===== src/rtl/memory_ram.sv =====
// memory_ram: single-port RAM, DEPTH x DATA_WIDTH words.
// Writes are synchronous to the rising Clock edge.
// Reads are combinational, with zero-cycle latency.
// An asynchronous active-high Reset clears every word and forces DataOut to 0.
module memory_ram #(
  parameter int DATA_WIDTH = 8,
  parameter int ADDR_WIDTH = 8,
  parameter int DEPTH      = 256
) (
  output logic [DATA_WIDTH-1:0] DataOut,
  input  logic [DATA_WIDTH-1:0] DataIn,
  input  logic [ADDR_WIDTH-1:0] Address,
  input  logic                  Enable,
  input  logic                  ReadWrite,
  input  logic                  Clock,
  input  logic                  Reset
);

  // Storage array. DEPTH equals 2**ADDR_WIDTH, so every address is in range.
  logic [DATA_WIDTH-1:0] mem [DEPTH];

  // Decoded access strobes.
  logic wr_en;
  logic rd_en;

  // Classify the current access from Enable and ReadWrite.
  always_comb begin
    wr_en = 1'b0;
    rd_en = 1'b0;
    if (Enable) begin
      if (ReadWrite) begin
        rd_en = 1'b1;
      end else begin
        wr_en = 1'b1;
      end
    end else begin
      wr_en = 1'b0;
      rd_en = 1'b0;
    end
  end

  // Array update.
  // Reset clears every word immediately and wins over a coincident write.
  // Otherwise only the addressed word is written.
  always_ff @(posedge Clock or posedge Reset) begin
    if (Reset) begin
      for (int i = 0; i < DEPTH; i++) begin
        mem[i] <= '0;
      end
    end else if (wr_en) begin
      mem[Address] <= DataIn;
    end
  end

  // Read mux.
  // DataOut follows Address within the same cycle while a read is enabled.
  // It is driven low when idle, during a write, and while Reset is asserted.
  always_comb begin
    DataOut = '0;
    if (Reset) begin
      DataOut = '0;
    end else if (rd_en) begin
      DataOut = mem[Address];
    end else begin
      DataOut = '0;
    end
  end

endmodule


===== config.mk =====
export PLATFORM = sky130hd
export DESIGN_NAME = memory_ram
export DESIGN_NICKNAME = d
export VERILOG_FILES = /design/src/rtl/memory_ram.sv
export SDC_FILE = /design/constraint.sdc
export NUM_CORES = 2
export LEC_CHECK = 0
export ABC_AREA = 1
export CORE_MARGIN = 2
export CORE_UTILIZATION = 70
export CTS_BUF_LIST = sky130_fd_sc_hd__clkbuf_2
export CTS_CLUSTER_DIAMETER = 150
export DETAILED_ROUTE_END_ITERATION = 10
export PLACE_DENSITY = 0.87
export SYNTH_ARGS = -nofsm -noshare
export SYNTH_HDL_FRONTEND = slang
export SYNTH_SLANG_ARGS = --single-unit

===== constraint.sdc =====
create_clock -name Clock -period 276 [get_ports Clock]
set_input_delay 82.8 -clock Clock [delete_from_list [all_inputs] [get_ports Clock]]
set_output_delay 82.8 -clock Clock [all_outputs]
set_load 0.01 [all_outputs]

==> out/results.tsv <==
metric	value	unit
status	finished clean	
P_int	391	uW
initial antenna violation count	11	
FF-to-FF Start	mem[446]	
CTS tree	yes	
Worst path most repeated cell	nand2_1	
Post-Synth Adder-Cell Area	0	%
clock latency at the later pin of the worst-skew pair	1.81	ns
num rows	135	
combinational power share	7.4	%
cell family with most CP delay	buffers and inverters	
max-slew violations	0	
Synthesized Nets	12900	
worst hold path depth	2	
die area	139000	um^2
clk sinks	2048	
HP Class	register to register	
post-layout min period	170.92	ns
RSZ-0062 raised after global routing	no	
most flop-heavy register	mem	
Mapped Cells	12900	
Worst VDD drop	3.97	uV
Post-CTS Repair Setup Buffers	0	
hold path startpoint	mem[323]	
clock-pin transition on the worst setup and hold timing paths	0.08	ns
leak pwr	0.0516	uW
Yosys Warn Count	0	
final hold viol count	0	
largest area contributor in the netlist	dfrtp_1	
Cell variety after synth	19	
switching share of power	28.9	%
reg2reg setup slack	275.22	ns
total CTS buffers	535	
post-route setup slack	105.08	ns
post-synth top area share	53.9	%
Nets	12600	
highest clock rate	5.85	MHz
Buffers on Ports	27	
Max Cap Viol	0	
largest family of logic cells by synthesized area	simple AND/OR/NAND/NOR gates	
GR peak layer	met2	
top post-synthesis cells by area	dfrtp_1 54%, nand2_1 29%, o21ai_0 9.1%, clkbuf_1 2.6%, o21ai_1 1.7%	
Slew @ Worst Pin	1.33	ns
routed wire length per instance	19.2	um
routed vias/inst	5.99	
P&R area growth vs syn	4.32	%
DRC Markers	0	
Max stage delay cell, worst path	buf_4	
Reg-to-Reg End	mem[446]	
gr usage total	40.5	%
GRT Residual Overflow	0	
Power Density	5.54	nW/um^2
# fillers	10500	
kind of critical path	primary input to output pin	
post-synthesis compound-gate area fraction	10.9	%
share of cells above drive strength 1	7.32	%
Sequential Power Share	56.8	%
met1 Usage GRT	55.5	%
Final Cycle Share	61.9	%
CP max FO	102	
WP buf/inv	6	
vias in the first global route	83900	
first-pass GRT wire length	449000	um
GRT met3 Usage	11.9	%
wirelength, routed	282000	um
Mapped Area	95100	um^2
Hold Buf Count CTS	0	
setup_tns	0	ns
Antenna Nets Post-Route	0	
met2 GRT Util	59.2	%
Crit path largest cell delay	0.87	ns
Max Root-Sink Buffers	4	
Final Skew	0	ns
worst hold slack	0.488	ns
max reg flops	2048	
core box area	135000	um^2
Worst Path Required	193.20	ns
reg2reg path depth	2	
XOR/XNOR share of the synthesized area	0	%
post_cts resized	0	
Slew HR	11.5	%
Final HPWL DP	160000	um
largest net degree at the start of global routing	215	
worst path cell trace	buf_8, inv_8, buf_4, buf_4, buf_4, nand2_1, nand2_1, nand2_1, nand2_1, nand2_1, nand2_1, nor2_1, nor2_1, nor2_1, nand2_1, nand2_1, nand2_1, nor2_1, nor2_1, clkdlybuf4s50_1	
Place WS	105.26	ns
switching pwr	159	uW
final setup vio count	0	
CP Launch Type	primary input	
Regs by FF count	mem x2048	
Power Total	550	uW
hold endpoint	mem[323]	
Register Area	51200	um^2
starting density of the core	70.4	%
critical path capture point type	output pin	
1st-iter DRT viols	12000	
Root Buffer	clkbuf_2	
mux share of post-synthesis cell area	0	%
post-synthesis simple-gate area fraction	31.3	%
Mean Syn Cell Area	7.40	um^2
Multi-input gate area	40200	um^2
Crit path arrival time	88.12	ns
DR vias	88200	
height of the die	373	um
H-tree levels	6	
Die Wd	373	um
Clk pwr share	35.8	%
Routability Congestion	0.925	
I/O pin count	28	
Initial DRT Pass Iterations	9	
Seq/Total Area, Yosys	53.9	%
Yosys reg bits	2048	
worst max path at each step:
stage | from | cells past startpoint | slack [ns] | endpoint
final | Address[0] | 20 | 105.08 | DataOut[1]
after global routing | Address[0] | 20 | 104.84 | DataOut[5]
after CTS | Address[0] | 20 | 105.27 | DataOut[1]
after detailed placement | Address[0] | 20 | 105.26 | DataOut[1]
after global placement | Address[0] | 20 | 105.32 | DataOut[1]
after floorplan | Reset | 3 | 57.35 | DataOut[0]
power groups by stage:
stage / combinational [uW] / clock, uW / sequential, uW
after CTS: 39.7 / 197 / 312
after global routing: 44.5 / 214 / 313
after global placement: 38.8 / 0 / 318
after detailed placement: 39.7 / 0 / 318
after floorplan: 27.1 / 0 / 318
final: 40.7 / 197 / 312
logic make-up (layout without fill, tap and decap cells):
logic type             after synthesis  in the layout
flip-flops                        2048           2048
AO/OA/AOI/OAI                     2064           2064
other                                0             11
buffers and inverters              930           1000
AND/OR/NAND/NOR                   7818           7818
worst register-to-register path, stage by stage, from the launching register on:
cell,delay [ns]
dfrtp_1,0.42
nand2_1,0.10
o21ai_0,0.11
layer usage:
metal,vias up,wire length [um]
li1,40100,-
met1,41600,108000
met2,5504,123000
met3,967,37100
met4,18,13600
met5,-,111
cell usage in the layout (no fill, tap or decap), types with 12 or more instances in the layout:
master,Yosys,routed
buf_4,6,91
clkbuf_2,0,758
clkdlybuf4s50_1,0,25
clkinv_1,0,67
dfrtp_1,2048,2048
inv_2,7,20
nand2_1,7254,7254
nand3_1,161,161
nor2_1,358,355
nor2_2,11,12
nor3_4,0,16
o21ai_0,1738,1738
o21ai_1,318,318
metrics by stage:
step	cell area, um^2	cells	util (%)
6_report	99200	14700	73.4
5_1_grt	99200	14700	73.4
4_1_cts	99200	14700	73.4
3_5_place_dp	95000	13900	70.3
3_3_place_gp	95000	13900	70.3
2_1_floorplan	95100	12900	-
cell usage after synthesis:
| cell | number |
|---|---|
| buf_2 | 212 |
| nor2_1 | 358 |
| buf_4 | 6 |
| buf_1 | 16 |
| o21ai_0 | 1738 |
| nor2_4 | 5 |
| inv_1 | 21 |
| nor3_2 | 18 |
| nand3_1 | 161 |
| nand2_1 | 7254 |
| buf_6 | 1 |
| clkbuf_1 | 667 |
| nor2_2 | 11 |
| nand2_2 | 10 |
| inv_2 | 7 |
| a21oi_1 | 8 |
| o21ai_1 | 318 |
| nand2_4 | 1 |
| dfrtp_1 | 2048 |
area by class of cell:
cell class / count / share of cell area [%]
flip-flops and latches: 2048 / 51.6
clock buffers: 758 / 3.82
diodes: 11 / 0.0277
repair buffers: 126 / 1.13
multi-input cells: 9882 / 40.5
well taps: 1781 / 2.25
inverters: 28 / 0.194
clock inverters: 88 / 0.417
Note: power is estimated with default switching activity, not from simulation.
